===== config.mk =====
export PLATFORM = sky130hd
export DESIGN_NAME = serializador
export DESIGN_NICKNAME = d
export VERILOG_FILES = /design/src/rtl/serial_pkg.sv /design/src/rtl/serializador.sv
export SDC_FILE = /design/constraint.sdc
export NUM_CORES = 1
export LEC_CHECK = 0
export CORE_MARGIN = 1
export CORE_UTILIZATION = 56
export DETAILED_ROUTE_END_ITERATION = 7
export MAX_ROUTING_LAYER = met4
export PLACE_DENSITY_LB_ADDON = 0.08
export SLEW_MARGIN = 20
export SYNTH_ARGS = -nofsm -noshare
export SYNTH_HDL_FRONTEND = slang
export SYNTH_SLANG_ARGS = --single-unit

===== constraint.sdc =====
create_clock -name clk_100KHz -period 2.9 [get_ports clk_100KHz]
set_input_delay 0.29 -clock clk_100KHz [delete_from_list [all_inputs] [get_ports clk_100KHz]]
set_output_delay 0.29 -clock clk_100KHz [all_outputs]
set_load 0.03 [all_outputs]

===== src/rtl/serial_pkg.sv =====
// Shared definitions for the serializer: FSM state encoding, default word width
// and the even-parity helper used when the parity bit is compiled in.
package serial_pkg;

    // Serializer FSM states
    typedef enum logic [1:0] {
        IDLE  = 2'd0,
        SHIFT = 2'd1,
        GAP   = 2'd2
    } ser_state_t;

    // Default frame word width; must match the deserializer
    localparam int DATA_W_DEFAULT = 8;

    // Widest word the parity helper accepts; callers zero-extend narrower words,
    // which leaves the XOR reduction unchanged.
    localparam int PARITY_W_MAX = 64;

    // Even parity bit: XOR of all word bits, so word plus parity has an even count of ones
    function automatic logic parity_even(input logic [PARITY_W_MAX-1:0] word);
        return ^word;
    endfunction

endpackage


===== src/rtl/serializador.sv =====
// serializador: parallel-to-serial front end feeding the deserializer.
// Accepts words on a valid/ready handshake into a one-entry holding buffer and
// shifts them out MSB first on data_out with write_out marking frame bits.
// A new frame only starts from IDLE while link_busy_in is low; every frame is
// followed by GAP_CYCLES idle cycles.
// Build option: define SERIALIZADOR_PARITY_EN to append an even-parity bit to
// each frame (frame becomes DATA_W+1 bits long).
module serializador
    import serial_pkg::*;
#(
    parameter int DATA_W     = DATA_W_DEFAULT,
    parameter int GAP_CYCLES = 2,
    parameter int CNT_W      = 16
) (
    input  logic              clk_100KHz,
    input  logic              reset,
    input  logic [DATA_W-1:0] byte_in,
    input  logic              byte_valid_in,
    output logic              byte_ready_out,
    input  logic              link_busy_in,
    output logic              data_out,
    output logic              write_out,
    output logic              busy_out,
    output logic [CNT_W-1:0]  frames_sent_out
);

    // Number of bits on the wire per frame
`ifdef SERIALIZADOR_PARITY_EN
    localparam int FRAME_BITS = DATA_W + 1;
`else
    localparam int FRAME_BITS = DATA_W;
`endif

    localparam int                   BIT_CNT_W = $clog2(FRAME_BITS + 1);
    localparam logic [BIT_CNT_W-1:0] LAST_BIT  = BIT_CNT_W'(FRAME_BITS - 1);
    localparam logic [3:0]           GAP_LAST  = 4'(GAP_CYCLES - 1);

    // Holding buffer
    logic [DATA_W-1:0]    buf_q;
    logic                 full_q;
    logic                 full_d;
    logic                 ready_q;

    // Shifter / FSM
    ser_state_t           state_q;
    logic [DATA_W-1:0]    shift_q;
    logic [BIT_CNT_W-1:0] bit_cnt_q;
    logic [3:0]           gap_cnt_q;
    logic                 data_q;
    logic                 write_q;
    logic [CNT_W-1:0]     frames_q;
`ifdef SERIALIZADOR_PARITY_EN
    logic                 parity_q;
`endif

    logic                 accept;
    logic                 load_now;

    // Producer handshake: ready is a register, so no path from byte_valid_in
    assign accept   = byte_valid_in && ready_q;

    // Shifter load: only from IDLE, with a word waiting and the link free
    assign load_now = (state_q == IDLE) && full_q && !link_busy_in;

    // Next buffer occupancy; load and accept never coincide since ready is low while full
    always_comb begin
        full_d = full_q;
        if (load_now) begin
            full_d = 1'b0;
        end else if (accept) begin
            full_d = 1'b1;
        end
    end

    // Holding buffer register, full flag and registered ready
    always_ff @(posedge clk_100KHz or negedge reset) begin
        if (!reset) begin
            buf_q   <= '0;
            full_q  <= 1'b0;
            ready_q <= 1'b1;
        end else begin
            full_q  <= full_d;
            ready_q <= !full_d;
            if (accept) begin
                buf_q <= byte_in;
            end
        end
    end

    // Frame FSM: load, shift out MSB first, then hold the line idle for the gap
    always_ff @(posedge clk_100KHz or negedge reset) begin
        if (!reset) begin
            state_q   <= IDLE;
            shift_q   <= '0;
            bit_cnt_q <= '0;
            gap_cnt_q <= '0;
            data_q    <= 1'b0;
            write_q   <= 1'b0;
            frames_q  <= '0;
`ifdef SERIALIZADOR_PARITY_EN
            parity_q  <= 1'b0;
`endif
        end else begin
            case (state_q)
                IDLE: begin
                    data_q  <= 1'b0;
                    write_q <= 1'b0;
                    if (load_now) begin
                        shift_q   <= buf_q;
                        bit_cnt_q <= '0;
`ifdef SERIALIZADOR_PARITY_EN
                        parity_q  <= parity_even(PARITY_W_MAX'(buf_q));
`endif
                        state_q   <= SHIFT;
                    end
                end

                SHIFT: begin
                    write_q <= 1'b1;
`ifdef SERIALIZADOR_PARITY_EN
                    // Word bits first, parity as the trailing bit
                    if (bit_cnt_q == BIT_CNT_W'(DATA_W)) begin
                        data_q <= parity_q;
                    end else begin
                        data_q <= shift_q[DATA_W-1];
                    end
`else
                    data_q  <= shift_q[DATA_W-1];
`endif
                    shift_q   <= {shift_q[DATA_W-2:0], 1'b0};
                    bit_cnt_q <= bit_cnt_q + 1'b1;
                    // Frame counted on its last bit; link_busy_in is ignored mid-frame
                    if (bit_cnt_q == LAST_BIT) begin
                        frames_q  <= frames_q + 1'b1;
                        gap_cnt_q <= '0;
                        state_q   <= GAP;
                    end
                end

                GAP: begin
                    data_q  <= 1'b0;
                    write_q <= 1'b0;
                    if (gap_cnt_q == GAP_LAST) begin
                        state_q <= IDLE;
                    end else begin
                        gap_cnt_q <= gap_cnt_q + 1'b1;
                    end
                end

                default: begin
                    data_q  <= 1'b0;
                    write_q <= 1'b0;
                    state_q <= IDLE;
                end
            endcase
        end
    end

    assign byte_ready_out  = ready_q;
    assign data_out        = data_q;
    assign write_out       = write_q;
    assign busy_out        = (state_q != IDLE) || full_q;
    assign frames_sent_out = frames_q;

endmodule


==> impl.org <==
** Timing
- In this run the tightest slew margin relative to its limit is between 60% and 70%.
- Setup-violating endpoint count in the final report :: 0
- RSZ-0062 raised after global routing :: false
- Largest clock skew in the final design :: around 0.0036 ns
- In the finished design, the share of the clock period the worst path needs comes to around 73%.
- Adding up every negative setup slack in the final design gives 0 ns.
- For this run, the top clock speed supported by timing is 472 MHz.
- Worst Max-Slew Pin Slew :: between 0.5 and 0.6 ns
- The number of endpoints with negative hold slack in the final report was 0.
- The smallest clock period supported by the final layout is computed as about 2.1 ns.
- Total count of max-transition violations in the final report :: 0

** GRT
- The via count of the first global-routing pass came to around 1,300.
- After global routing the overflow that remains totals 0.
- Initial antenna violation count :: 0
- Entering global routing, the biggest net connects between 40 and 50 pins.
- Across every metal layer, demand over resource in global routing totals between 20% and 30%.
- The first global-routing pass estimated 5460 µm of wire.

** Floorplanning
- Number of core rows :: 21
- The floorplan step defined a die boundary enclosing 3800 µm².
- From bottom edge to top edge, the die measures roughly 62 µm.
- Ports :: 32
- The die is around 62 µm wide.
- In this run the standard cell core region covers between 3000 and 4000 µm².
- Starting density of the core :: about three fifths

** Power
- The clock network burns between 10% and 20% of the power.
- Switching power summed over all nets :: between 600 and 700 µW
- The share of total power dissipated in sequential elements is 48.0%.
- The internal portion of the total power is approximately 1300 µW.
- Switching part of the total :: about a third
- PwrDens :: around 830 nW/µm²
- Worst-case vdd ir drop :: 0.533 mV
- Comb pwr share :: roughly 33%
- The analysis attributes to cell leakage a power of 0.00108 µW.

** Worst hold path
- The path class of the tightest hold or removal check is in2async.

** Setup path
- Type of the setup path with the least slack :: reg2out
- For the worst setup path, the data required time is roughly 2.6 ns.
- Crit path arrival time :: 1.83 ns
- Maximum fanout count along the critical path :: 8
- Startpoint type of the worst setup path :: register
- Register-to-register setup slack :: between 1 and 1.5 ns
- The worst setup path is captured at an output port.

** Place
- Detailed placement ended at an HPWL of about 2400 µm.
- Buffers placed on the I/O ports in this run total 31.
- Counting tap cells, the placed design contains a total of around 240 instances.
- The congestion estimate from routability-driven global placement came to about 0.75.

** Routing
- Met1 wire length :: between 1000 and 1500 µm
- Dividing the detail-routed wire length by the instance count gives approximately 13 µm.
- Count of vias placed by the detailed router :: 1,333
- First-pass detailed-route iteration total :: 4
- For this run, design rule violations remaining after detail routing come to 0.
- After the first detailed-routing iteration, the DRC count stood at 60.
- Antenna viol nets, final :: 0
- After detailed routing, the met2 layer carries 1670 µm of wire.
- Via-per-instance ratio :: 5.31
- Final WL :: between 3000 and 4000 µm
- Detail Route met3 WL :: around 100 µm
- Signal routing reaches up to met4.

** Flow run
- Max Cap Violations :: 0

** Yosys
- The cell count after synthesis came out at 169.
- Total number of yosys warnings :: 0
- Fraction of synthesis flops using an asynchronous set or reset pin :: 100%
- Primary FF master, synth :: sky130_fd_sc_hd__dfrtp_1
- Dividing the synthesized area by the synthesized cell count gives 11.8 µm².
- Synth cell types :: 34
- Register area share after synthesis :: a little under 60%
- Synthesized Nets :: about 190
- In this run the cell area of the synthesized design comes to ~2000 µm².
- Register bit count reported by yosys :: 46
- Counting flops with a built-in enable in the synthesized netlist gives 0.

** Finish
- Fill cell total of the finished layout :: approximately 270
- Number of diodes :: 0
- Area growth, synth to finish :: 22.2%
- Number of nets in the layout :: approximately 220
- Ratio of cells with drive above 1 in the final layout :: roughly a tenth
- For this run, the number of standard cells in the final layout without fillers is roughly 250.

** Clocking
- Clock tree from TritonCTS :: yes
- Root buffer selected by CTS :: sky130_fd_sc_hd__clkbuf_4
- Clock sink total :: 46
- The H-tree was split into 2 levels.
- The clock passes through at most 2 buffers.
- At the later pin of the worst-skew pair, clock insertion delay measures around 0.34 ns.
- In this run, CTS created clock tree buffers numbering 5.
- Cts repair resizes :: 0
- Clock-pin slew on the worst setup and hold paths :: ~0.12 ns

** Status
- The flow ran to the end, and the final reports show no timing, DRC or antenna violations.
==> logic make-up (layout without fill, tap and decap cells) <==
kind of cell    after synthesis  in the layout  synth area share [%]
xor+xnor                     18             18                  7.91
flops                        46             46                  57.9
simple gates                 53             53                  14.5
fa+ha+maj                     4              4                  2.51
mux                          17             17                  9.11
buf+inv                       9             45                  1.82
compound gates               22             22                  6.28
==> layer usage <==
layer,global-route usage (%),up-vias
met5,-,-
met4,12.4,0
met3,4.62,7
met2,33.2,30
met1,23.9,650
li1,-,646
==> stage by stage <==
stage / area, µm² / util (%) / hold slack (ns) / total power (µW) / setup slack (ns)
2_1_floorplan: 1990 / - / -0.00559 / 1450 / 1.39
3_3_place_gp: 2340 / 69.6 / 0.458 / 1620 / 1.18
3_5_place_dp: 2340 / 69.6 / 0.478 / 1670 / 1.13
4_1_cts: 2420 / 72.0 / 0.114 / 2060 / 0.749
5_1_grt: 2430 / 72.4 / 0.508 / 2170 / 0.694
6_report: 2430 / 72.4 / 0.470 / 2030 / 0.779
==> placed cells by master, fill, tap and decap left out, types with 3 or more instances in the layout <==
cell,netlist,layout
sky130_fd_sc_hd__a21oi_1,3,3
sky130_fd_sc_hd__and3_1,3,3
sky130_fd_sc_hd__clkbuf_4,0,5
sky130_fd_sc_hd__clkdlybuf4s50_1,0,30
sky130_fd_sc_hd__dfrtp_1,45,45
sky130_fd_sc_hd__ha_1,4,4
sky130_fd_sc_hd__inv_1,6,6
sky130_fd_sc_hd__mux2_2,9,9
sky130_fd_sc_hd__mux2i_1,8,8
sky130_fd_sc_hd__nand2_1,21,21
sky130_fd_sc_hd__nand3_1,5,5
sky130_fd_sc_hd__nand4_1,4,4
sky130_fd_sc_hd__nor2_1,6,6
sky130_fd_sc_hd__o21ai_0,13,13
sky130_fd_sc_hd__xnor2_1,11,11
sky130_fd_sc_hd__xor2_1,7,7
==> cells in the mapped netlist (2+ instances only) <==
cell / number / area, µm²
sky130_fd_sc_hd__a21oi_1: 3 / 15.0
sky130_fd_sc_hd__and3_1: 3 / 18.8
sky130_fd_sc_hd__nand3_1: 5 / 25.0
sky130_fd_sc_hd__dfrtp_1: 45 / 1130
sky130_fd_sc_hd__nor2_1: 6 / 22.5
sky130_fd_sc_hd__ha_1: 4 / 50.1
sky130_fd_sc_hd__xnor2_1: 11 / 96.3
sky130_fd_sc_hd__nor3_1: 2 / 10.0
sky130_fd_sc_hd__o21ai_0: 13 / 65.1
sky130_fd_sc_hd__buf_2: 2 / 10.0
sky130_fd_sc_hd__nand2b_1: 2 / 12.5
sky130_fd_sc_hd__xor2_1: 7 / 61.3
sky130_fd_sc_hd__mux2_2: 9 / 101
sky130_fd_sc_hd__nand2_1: 21 / 78.8
sky130_fd_sc_hd__inv_1: 6 / 22.5
sky130_fd_sc_hd__mux2i_1: 8 / 80.1
sky130_fd_sc_hd__and4_1: 2 / 17.5
sky130_fd_sc_hd__nand4_1: 4 / 25.0
==> worst paths after layout <==
| kind | startpoint | to | depth (start not counted) |
|---|---|---|---|
| worst min-delay path | reset | state_q[0] | 2 |
| worst min register to register | frames_sent_out[15] | frames_sent_out[15] | 1 |
| max in group asynchronous | reset | buf_q[6] | 2 |
| worst max register to register | bit_cnt_q[0] | frames_sent_out[5] | 5 |
| min in group clk_100KHz | frames_sent_out[15] | frames_sent_out[15] | 1 |
| worst max-delay path | state_q[0] | busy_out | 2 |
==> power groups by stage <==
stage                     Combinational (µW)  Sequential [µW]  Clock [µW]
final                                    668              975         388
after global routing                     740             1010         424
after CTS                                679              977         405
after detailed placement                 679              991           0
after global placement                   647              975           0
after floorplan                          429             1020           0
==> worst max-delay path, cell delays in order (launching register included) <==
cell and delay [ns]:
sky130_fd_sc_hd__dfrtp_1 0.50, sky130_fd_sc_hd__or3_1 0.40, sky130_fd_sc_hd__clkdlybuf4s50_1 0.59
==> final cells by class <==
| cell class | instances | area [µm²] | area share, % |
|---|---|---|---|
| flip-flops and latches | 46 | 1150 | 47.3 |
| multi-input cells | 114 | 803 | 33.0 |
| repair buffers | 32 | 318 | 13.1 |
| well taps | 46 | 57.6 | 2.36 |
| clock buffers | 6 | 51.3 | 2.11 |
| clock inverters | 1 | 30.0 | 1.23 |
| inverters | 6 | 22.5 | 0.925 |
==> sequential cells by signal, summed over array words and instances, names as in the netlist <==
signal,count
gap_cnt_q,4
data_out,1
full_q,1
buf_q,8
frames_sent_out,16
shift_q,8
state_q,2
write_out,1
bit_cnt_q,4
byte_ready_out,1
==> repair_timing <==
action / in CTS / in global routing
setup buffers: 0 / 0
hold endpoints to repair: 0 / 45
setup endpoints to repair: 0 / 0
hold buffers: 0 / 1
Note: power is estimated with default switching activity, not from simulation.
